==> src/rtl/rns_reconstruct.sv <==
// Converts a residue pair (mod 256, mod MOD_LO) to binary via mixed-radix
// reconstruction: x = r_hi + 256 * ((r_lo - r_hi) * 256^-1 mod MOD_LO).
module rns_reconstruct #(
  parameter int unsigned MOD_LO    = 129,
  parameter int unsigned INV_SHIFT = 6
) (
  input  logic        clk,
  input  logic        reset,
  input  logic        in_valid,
  output logic        in_ready,
  input  logic [15:0] din,
  input  logic [3:0]  tag_in,
  output logic        out_valid,
  input  logic        out_ready,
  output logic [15:0] dout,
  output logic [3:0]  tag_out,
  output logic        out_err
);

  localparam logic [8:0] Mod     = 9'(MOD_LO);
  localparam logic [7:0] LastStp = 8'(INV_SHIFT - 1);

  typedef enum logic [2:0] {StIdle, StSub, StDbl, StComb, StDone} state_e;

  state_e     state;
  logic [7:0] r_hi;
  logic [7:0] r_lo;
  logic [7:0] d;
  logic [7:0] step;
  logic [3:0] tag_hold;
  logic       err;

  logic [8:0] hi_mod;
  logic [7:0] diff;
  logic [7:0] dbl;

  assign in_ready = (state == StIdle);

  // r_hi < 2*MOD_LO for MOD_LO > 127, so one subtract reduces it fully
  always_comb begin
    hi_mod = ({1'b0, r_hi} >= Mod) ? {1'b0, r_hi} - Mod : {1'b0, r_hi};
    diff   = ({1'b0, r_lo} >= hi_mod) ? 8'({1'b0, r_lo} - hi_mod)
                                      : 8'({1'b0, r_lo} + Mod - hi_mod);
    dbl    = ({d, 1'b0} >= Mod) ? 8'({d, 1'b0} - Mod) : 8'({d, 1'b0});
  end

  always_ff @(posedge clk or negedge reset) begin
    if (!reset) begin
      state     <= StIdle;
      r_hi      <= '0;
      r_lo      <= '0;
      d         <= '0;
      step      <= '0;
      tag_hold  <= '0;
      err       <= 1'b0;
      out_valid <= 1'b0;
      dout      <= '0;
      tag_out   <= '0;
      out_err   <= 1'b0;
    end else begin
      unique case (state)
        StIdle: begin
          if (in_valid) begin
            r_hi     <= din[15:8];
            r_lo     <= din[7:0];
            tag_hold <= tag_in;
            err      <= ({1'b0, din[7:0]} >= Mod);
            state    <= StSub;
          end
        end
        StSub: begin
          // an out-of-range r_lo is zeroed so it cannot leak into d
          d     <= err ? 8'd0 : diff;
          step  <= '0;
          state <= StDbl;
        end
        StDbl: begin
          d    <= dbl;
          step <= step + 8'd1;
          if (step == LastStp) state <= StComb;
        end
        StComb: begin
          dout      <= err ? 16'd0 : {d, r_hi};
          tag_out   <= tag_hold;
          out_err   <= err;
          out_valid <= 1'b1;
          state     <= StDone;
        end
        StDone: begin
          if (out_ready) begin
            out_valid <= 1'b0;
            state     <= StIdle;
          end
        end
        default: state <= StIdle;
      endcase
    end
  end

endmodule

==> config.mk <==
export PLATFORM = sky130hd
export DESIGN_NAME = rns_reconstruct
export DESIGN_NICKNAME = d
export VERILOG_FILES = /design/src/rtl/rns_reconstruct.sv
export SDC_FILE = /design/constraint.sdc
export NUM_CORES = 1
export LEC_CHECK = 0
export ABC_AREA = 1
export BUFFER_PORTS_ARGS = -buffer_cell sky130_fd_sc_hd__buf_2
export CORE_MARGIN = 2
export CORE_UTILIZATION = 48
export DETAILED_ROUTE_END_ITERATION = 8
export MAX_ROUTING_LAYER = met4
export PLACE_DENSITY_LB_ADDON = 0.12
export SLEW_MARGIN = 40
export SYNTH_ARGS = -nofsm -noshare
export SYNTH_HDL_FRONTEND = slang
export SYNTH_SLANG_ARGS = --single-unit
==> constraint.sdc <==
create_clock -name clk -period 2.79 [get_ports clk]
set_input_delay 0.4185 -clock clk [delete_from_list [all_inputs] [get_ports clk]]
set_output_delay 0.4185 -clock clk [all_outputs]
set_load 0.05 [all_outputs]
[After elaboration in Yosys (flattened, before gate mapping)]
Cells that the tools add are included.
W data, S select, Z words.
Cells by class
  muxes and demuxes: 13
  reductions and logical operators: 6
  shifts and indexed selects: 0
  equal/unequal tests: 8
  magnitude comparators: 4
  bitwise logic cells: 0
  div/mod/pow operators: 0
  multipliers: 0
  $add $sub $neg: 6
Operator list (number)
  $pmux W8 S2: 2
  $mux W8: 3
  $ge A8 B8 Y1 const B: 2
  $mux W16: 1
  $sub A8 B8 Y8: 2
  $pmux W3 S5: 1
  $ge A8 B9 Y1: 1
  $ge A9 B8 Y1 const B: 1
  $mux W3: 3
  $mux W9: 1
  $sub A8 B8 Y9 const B: 1
  $add A8 B1 Y8 const B: 1
  $add A8 B8 Y8 const B: 1
  $eq A8 B3 Y1 const B: 1
  $sub A8 B8 Y8 const B: 1
  $eq A3 B2 Y1 const B: 2
  $ne A2 B2 Y1 const B: 3
  $reduce_and A2 Y1: 2
  $reduce_bool A2 Y1: 2
  $eq A3 B1 Y1 const B: 1
  $eq A3 B3 Y1 const B: 1
  $logic_not A3 Y1: 1
  $reduce_and A3 Y1: 1
  $pmux W1 S2: 1
  $mux W1: 1
Word-level totals
  input bits: 24
  memories: 0
  output and inout bits: 23
  memory bits (writable): 0
  flip-flop bits (word level): 62
  latch bits: 0
  memory bits (read-only): 0
  logic and storage cells: 48

[Logic depth before layout (Yosys ltp)]
Gate-level depths: netlist of run 1.
  word-level depth: 6
  gate-level depth with buffers: 22

[Worst setup path after synthesis of run 1]
No wires, ideal clock.
  kind: register to register
  start point: reg r_hi[1]
  end point: reg d[5]
  clock period less this slack: 2842 ps
  setup time: 77 ps
  data required time: 2713 ps
  stages on the path, launching flop included: 19
  data arrival time: 2765 ps
  path slack: -52 ps
  cell sequence: dfrtp_1 -> inv_1 -> ha_1 -> nand2_2 -> nand3_4 -> nand2_4 -> o21ai_0 -> ha_1 -> inv_1 -> ha_1 -> inv_1 -> fa_1 -> inv_1 -> nand3_1 -> nand3_1 -> nand2_1 -> nand3_1 -> nand3_1 -> a21oi_1
Between the ends
  word-level cells in the longest chain between the ends: 6
  elaborated cells between the ends (all ways): 9
  classes of those cells: add/sub: 3; order compare: 2; mux: 4
RTL lines
  start: declaration: RTL line 26  | logic [7:0] r_hi;
  start signal: assignment: RTL line 64  | r_hi <= din[15:8];
  $sub A8 B8 Y9 / $ge A8 B8 Y1 (equally long branches): RTL line 41  | hi_mod = ({1'b0, r_hi} >= Mod) ? {1'b0, r_hi} - Mod : {1'b0, r_hi};
  $mux W9 *: RTL line 41
  $sub A8 B8 Y8 (tied with other cells): RTL line 43  | : 8'({1'b0, r_lo} + Mod - hi_mod);
  $mux W8 *: RTL line 42  | diff = ({1'b0, r_lo} >= hi_mod) ? 8'({1'b0, r_lo} - hi_mod)
  $mux W8 *: RTL line 73  | d <= err ? 8'd0 : diff;
  $pmux W8 S2 *: RTL line 61  | unique case (state)
  end signal: assignment: RTL line 73
  end signal: assignment: RTL line 78  | d <= dbl;
  end: declaration: RTL line 28  | logic [7:0] d;
Mark *: on every way between the ends. The rest lies on a longest branch, timed or not.
A chain may end at the register's enable or synchronous reset.

[Worst setup path after layout of run 1]
Same ends and word-level chain as after synthesis.

==> impl_metrics.ini, run 1 <==
[detailed_routing]
routedWlPerCell_um = 14.7
avgViaCountPerCell = 5.31
drtIter0Drc = 257
drtAntennaViolNets = 0
routed-via-count = 3766
firstDrtPassIters = 5
drc = 0
wirelength_um = 10400

[sta]
slew_headroom_pct = 58.5
min_period_over_period_pct = 102
final_hold_viol_count = 0
worst_pin_slew_ns = 0.621
min_period_ns = 2.85
whs_ns = 0.0110
worst_slack_ns = -0.0620
setup_violations = 7
clock_skew_ns = 0.0135
slew_viol_final = 0
rsz0062_at_grt = true
clock.fmax_ghz = 0.351

[global_route]
grt_usage_pct = 24.7
first_global_vias = 3607
grt-ovfl-total = 0
grtUsageMet1_pct = 30.2
use_met2_pct = 41.8
grt_max_degree = 40
antenna_found_initial = 0
grt_pass1_wl_um = 16800
grt_use_met3_pct = 3.45
grt.busiest_layer = met2

[synthesis]
syn_avg_cell_area_sq_um = 7.67
syn-num-nets = 553
ys_seq_elements = 62
async_flop_share_pct = 100
synthFlopType = dfrtp_1
synth_edf_count = 0
yosysUniqueCellTypes = 40
synthCells = 508
synth_area_sq_um = 3900
synth_seq_area_share_pct = 39.8
yosys_warnings = 0

[final_layout]
insertedDiodeCount = 0
area.growth.synth_to_final_pct = 28.7
postLayoutCoreUtil_pct = 64.3
nets = 647
final_cells = 709
final_cell_mix = nand2_1, dfrtp_1, inv_1
drive_gt1_share_pct = 31.8
final_common_cell = nand2_1
fill_cells = 659

[clock_tree]
cts_hold_buf = 0
cts_tree = built
clkTransAtPathRegs_ns = 0.09
cts_sinks = 62
clockBufferDepth = 2
cts_root_buf = clkbuf_8
cts-buffers-inserted = 9
clkLatencyLatePin_ns = 0.35
cts_max_level = 3

[worst_hold_path]
hold_class = input port to asynchronous set/reset pin

[placed_design]
place_hpwl_um = 7390
dp_slack_ns = -0.0954
port_buffers = 46
dp_cells = 681
place_congestion = 0.908

[floorplanning]
core_sq_um = 7810
num_rows = 32
start_util_pct = 49.9
die_y_um = 94.1
chipWidth_um = 94.1
io_pins = 47
dieArea_sq_um = 8860

[setup_path]
worst_setup_path_end_kind = flop
critPathRequiredTime_ns = 3.06
cp_slowest_cell = dfrtp_1
path_delay_family = simple AND/OR/NAND/NOR gates
cp.arrival_ns = 3.13
cp-start-kind = flop
crit_buf_inv = 5
max_stage_delay_ns = 0.40
criticalPathCategory = flop to flop
worstPathCellList = inv_2 -> ha_4 -> nand2_4 -> nand3_4 -> nand2_4 -> inv_4 -> nand3_4 -> nor3_4 -> xor2_1 -> ha_1 -> inv_2 -> nor4_4 -> nand4_1 -> nand2_1 -> inv_2 -> nand2_4 -> inv_6 -> nand3_2 -> nand3_1 -> a21oi_1
crit_path_max_fanout = 6

[status]
outcome = finished, violations left
violations = negative setup slack

[run]
maxCapViolCount = 0
## worst register-to-register path, cell delays in order (launching register included)
cell and delay (ns):
dfrtp_1 0.40, inv_2 0.09, ha_4 0.16, nand2_4 0.05
nand3_4 0.09, nand2_4 0.07, inv_4 0.07, nand3_4 0.07
nor3_4 0.18, xor2_1 0.11, ha_1 0.37, inv_2 0.08
nor4_4 0.24, nand4_1 0.15, nand2_1 0.10, inv_2 0.05
nand2_4 0.12, inv_6 0.07, nand3_2 0.05, nand3_1 0.07
a21oi_1 0.18
## flip-flops by register name, summed over array words and instances, names as in the netlist, 3 cells and up
signal	flops
dout	16
d	8
r_hi	8
r_lo	8
step	8
tag_hold	4
tag_out	4
state	3
## synthesized netlist by cell type (9+ instances only)
| master | number | area, sq um |
|---|---|---|
| o21ai_0 | 44 | 220 |
| nand3_1 | 38 | 190 |
| nand2_1 | 128 | 480 |
| ha_1 | 17 | 213 |
| nand3_2 | 9 | 90.1 |
| nand4_1 | 12 | 75.1 |
| nor2_1 | 33 | 124 |
| xor2_1 | 9 | 78.8 |
| nand2_2 | 10 | 62.6 |
| a21oi_1 | 20 | 100 |
| inv_1 | 65 | 244 |
| dfrtp_1 | 62 | 1550 |
## worst paths after layout
kind | from | endpoint | slack, ns | cells after the start
max | r_hi[1] | d[5] | -0.06 | 20
min | reset | out_err | 0.01 | 1
max reg2reg | r_hi[1] | d[5] | -0.06 | 20
min reg2reg | tag_out[3] | tag_out[3] | 0.48 | 2
max in group asynchronous | reset | step[7] | 2.17 | 2
min in group clk | din[15] | r_hi[7] | 0.27 | 3
## layout make-up
| type | instances | area [sq um] | area share (%) |
|---|---|---|---|
| Clock buffer | 9 | 124 | 2.47 |
| Clock inverter | 7 | 103 | 2.04 |
| Tap cell | 102 | 128 | 2.54 |
| Timing Repair Buffer | 93 | 597 | 11.9 |
| Inverter | 74 | 285 | 5.69 |
| Sequential cell | 62 | 1550 | 30.9 |
| Multi-Input combinational cell | 362 | 2230 | 44.4 |
## timing repair
action                                  in CTS  in global routing
resized for setup                            9                 54
endpoints found under the setup margin       8                  8
setup buffers                                6                  6
gates cloned                                 1                  0
pin swaps                                    9                 34
## through the flow
step                cell area, sq um  setup TNS [ns]
floorplan                       3900               0
global placement                4470          -0.142
detailed placement              4470          -0.477
CTS                             4770               0
global route                    5020           -1.23
finish                          5020          -0.278
## routing by layer
layer	share of wire [%]	wire, um
met4	2.4	255
met5	0	0
met1	43	4470
met3	3.6	380
met2	51	5300
## logic make-up after synthesis
logic type	after synthesis	share of synthesized area [%]
simple gates	246	29.6
buf+inv	85	8.51
compound gates	84	12.3
flops	62	39.8
fa+ha+maj	21	7.51
xor+xnor	10	2.25
Power of run 1 is left out: the tool's default activity adds up to more than one toggle a clock period on the data nets, which glitch-free logic cannot reach.
==> run 2: changes to the inputs <==
CORE_MARGIN = 10   (was 2)
clock period = 3.58 ns   (was 2.79 ns; I/O delays follow)
==> impl_metrics.ini, run 2 (synthesis results as in run 1) <==
[status]
outcome = finished, final reports clean

[placed_design]
port_buffers = 46
place_hpwl_um = 7150
place_congestion = 0.891

[sta]
worst_pin_slew_ns = 0.764
fin_tns_setup_ns = 0
slew_viol_final = 0
min_period_over_period_pct = 93.6
setup_violations = 0
final_hold_viol_count = 0
clock.fmax_ghz = 0.298
clock_skew_ns = 0.0133
rsz0062_at_grt = false
slew_headroom_pct = 49.0
min_period_ns = 3.35

[final_layout]
top_register = dout
final_common_cell = nand2_1
multiInputGateArea_sq_um = 2010
drive_gt1_share_pct = 18.2
nets = 601
fill_cells = 730
largest_reg_flops = 16
area.growth.synth_to_final_pct = 14.1
area.sequential_sq_um = 1550
insertedDiodeCount = 0
final_cell_mix = nand2_1, inv_1, dfrtp_1

[detailed_routing]
drtIter0Drc = 127
routedWlPerCell_um = 13.9
routed-via-count = 3432
wirelength_um = 9210
avgViaCountPerCell = 5.18
drtAntennaViolNets = 0
firstDrtPassIters = 5
drc = 0

[clock_tree]
clkTransAtPathRegs_ns = 0.08
cts_root_buf = clkbuf_8
cts_hold_buf = 0
cts_resized = 0
cts_sinks = 62
cts_max_level = 3
cts_tree = built
cts-buffers-inserted = 9
post_cts_buffers = 0
clkLatencyLatePin_ns = 0.34
clockBufferDepth = 2

[floorplanning]
num_rows = 32
io_pins = 47
core_sq_um = 7810
dieArea_sq_um = 12100
chipWidth_um = 110
die_y_um = 110
start_util_pct = 49.9

[global_route]
antenna_found_initial = 0
grt_usage_pct = 17.1
first_global_vias = 3387
grt-ovfl-total = 0
grt_pass1_wl_um = 16200
grt_max_degree = 39

[worst_hold_path]
hold_class = input port to asynchronous set/reset pin

[setup_path]
cp-start-kind = flop
r2r_slack_ns = 0.23
cp.arrival_ns = 3.63
critPathRequiredTime_ns = 3.86
worst_setup_path_end_kind = flop
crit_path_max_fanout = 6
criticalPathCategory = flop to flop

[run]
maxCapViolCount = 0
[run 2: per-layer routing]
layer | vias up | GRT usage (%) | share of wire, % | routed length (um)
li1 | 1753 | - | - | -
met1 | 1589 | 21.5 | 46 | 4200
met2 | 75 | 27.0 | 48 | 4440
met3 | 15 | 3.42 | 4.3 | 395
met4 | 0 | 5.78 | 1.9 | 176
met5 | - | - | 0 | 0
[run 2: worst paths after layout]
| kind | from | to | cells past startpoint |
|---|---|---|---|
| worst max-delay path | r_hi[1] | d[7] | 18 |
| worst min-delay path | reset | tag_out[0] | 1 |
| worst max register to register | r_hi[1] | d[7] | 18 |
| worst min register to register | tag_out[3] | tag_out[3] | 2 |
| max in group asynchronous | reset | r_lo[6] | 2 |
| min in group clk | din[8] | r_hi[0] | 3 |
[run 2: metrics by stage]
stage	hold WS, ns	setup WS (ns)	cells	utilization, %	instance area (sq um)
after global routing	0.156	0.0196	663	56.9	4450
after floorplan	0.241	0.738	508	-	3900
final	0.136	0.230	663	56.9	4450
after CTS	0.292	0.224	663	56.9	4440
after detailed placement	0.455	0.251	647	54.0	4220
after global placement	0.456	0.365	647	54.0	4220
[run 2: layout make-up]
cell class,instances,area share (%)
clock buffer,9,2.79
clock inverter,7,2.31
inverter,74,6.25
multi-input combinational,361,45.3
sequential,62,34.9
tap,102,2.87
timing repair buffer,48,5.57
[run 2: critical path, stage by stage, from the launching register on]
cell and delay (ns):
dfrtp_1 0.40, inv_1 0.14, ha_1 0.21, nand2_2 0.08, nand3_4 0.13, nand2_4 0.09
o21ai_0 0.48, ha_1 0.34, inv_1 0.10, ha_1 0.21, inv_1 0.07, fa_1 0.40
inv_1 0.09, nand4_1 0.14, nand3_1 0.10, nand2_1 0.05, nand3_1 0.07, nand2_1 0.07
a21oi_2 0.11
Power of run 2 is left out for the same reason.
==> run 3: changes to the inputs <==
CORE_ASPECT_RATIO = 0.75   (was not set)
CORE_MARGIN = 5   (was 10)
TNS_END_PERCENT = 50   (was not set)
==> impl_metrics.ini, run 3 (synthesis results as in run 1) <==
[final_layout]
area.growth.synth_to_final_pct = 14.7
nets = 601
fin_area_sq_um = 4470
postLayoutCoreUtil_pct = 56.4
top_register = dout
final_cells = 666
drive_gt1_share_pct = 18.2
final_cell_mix = nand2_1, inv_1, dfrtp_1
insertedDiodeCount = 0
largest_reg_flops = 16
final_common_cell = nand2_1

[clock_tree]
cts_max_level = 3
cts_root_buf = clkbuf_8
cts_hold_buf = 0
cts_tree = built
clockBufferDepth = 2
clkLatencyLatePin_ns = 0.36
cts_resized = 0
clkTransAtPathRegs_ns = 0.09
cts_sinks = 62
post_cts_buffers = 0
cts-buffers-inserted = 9

[floorplanning]
dieArea_sq_um = 10000
chipWidth_um = 114
die_y_um = 88.0
io_pins = 47
start_util_pct = 49.2
num_rows = 28
core_sq_um = 7920

[sta]
slew_headroom_pct = 49.3
fin_tns_setup_ns = 0
worst_pin_slew_ns = 0.756
clock.fmax_ghz = 0.309
slew_viol_final = 0
min_period_over_period_pct = 90.4
rsz0062_at_grt = false
setup_violations = 0
min_period_ns = 3.24
clock_skew_ns = 0.0134
final_hold_viol_count = 0

[detailed_routing]
wirelength_um = 9770
drc = 0
avgViaCountPerCell = 5.25
drtAntennaViolNets = 0
drtIter0Drc = 295
firstDrtPassIters = 4
routedWlPerCell_um = 14.7
routed-via-count = 3499

[global_route]
grt_max_degree = 42
first_global_vias = 3295
grt_usage_pct = 21.1
grt_pass1_wl_um = 16300
antenna_found_initial = 0
grt-ovfl-total = 0

[placed_design]
placed_area_sq_um = 4220
dp_cells = 650
port_buffers = 46
place_congestion = 0.903
place_hpwl_um = 7390

[setup_path]
criticalPathCategory = flop to flop
worst_setup_path_end_kind = flop
cp-start-kind = flop
critPathRequiredTime_ns = 3.86
crit_path_max_fanout = 6
cp.arrival_ns = 3.51

[run]
maxCapViolCount = 0

[worst_hold_path]
hold_class = input port to asynchronous set/reset pin

[status]
outcome = finished, final reports clean
[run 3: area by class of cell]
cell class | instances | area (sq um)
clock buffer | 9 | 124
inverter | 74 | 278
clock inverter | 7 | 125
timing repair buffer | 48 | 245
tap | 105 | 131
fill | 755 | 3450
sequential | 62 | 1550
multi-input combinational | 361 | 2010
[run 3: stage by stage]
stage / hold WS [ns] / worst slack (ns)
2_1_floorplan: 0.241 / 0.738
3_3_place_gp: 0.449 / 0.352
3_5_place_dp: 0.470 / 0.227
4_1_cts: 0.139 / 0.202
5_1_grt: 0.156 / 0.0146
6_report: 0.128 / 0.344
[run 3: critical path: stages (launching register included)]
cell	delay (ns)
dfrtp_1	0.40
inv_1	0.14
ha_1	0.21
nand2_2	0.08
nand3_4	0.13
nand2_4	0.09
o21ai_1	0.33
ha_1	0.30
inv_1	0.11
ha_1	0.24
inv_1	0.08
fa_1	0.40
inv_1	0.10
nand3_1	0.10
nand3_1	0.08
nand2_1	0.06
nand3_1	0.10
nand3_1	0.07
a21oi_1	0.14
[run 3: worst paths after layout]
path                       startpoint         end  slack [ns]  depth (start not counted)
setup / recovery              r_hi[1]        d[5]        0.34                         18
hold / removal                  reset  tag_out[1]        0.13                          1
setup reg to reg              r_hi[1]        d[5]        0.34                         18
hold reg to reg            tag_out[3]  tag_out[3]        0.48                          2
max in group asynchronous       reset     r_lo[2]        2.53                          2
min in group clk              din[14]     r_hi[6]        0.38                          3
[run 3: metal layers]
layer,up-vias,track usage (%),part of all wire (%)
li1,1753,-,-
met1,1640,31.9,53
met2,93,28.5,41
met3,13,3.59,5.1
met4,0,6.47,1.4
met5,-,-,0
Power of run 3 is left out for the same reason.
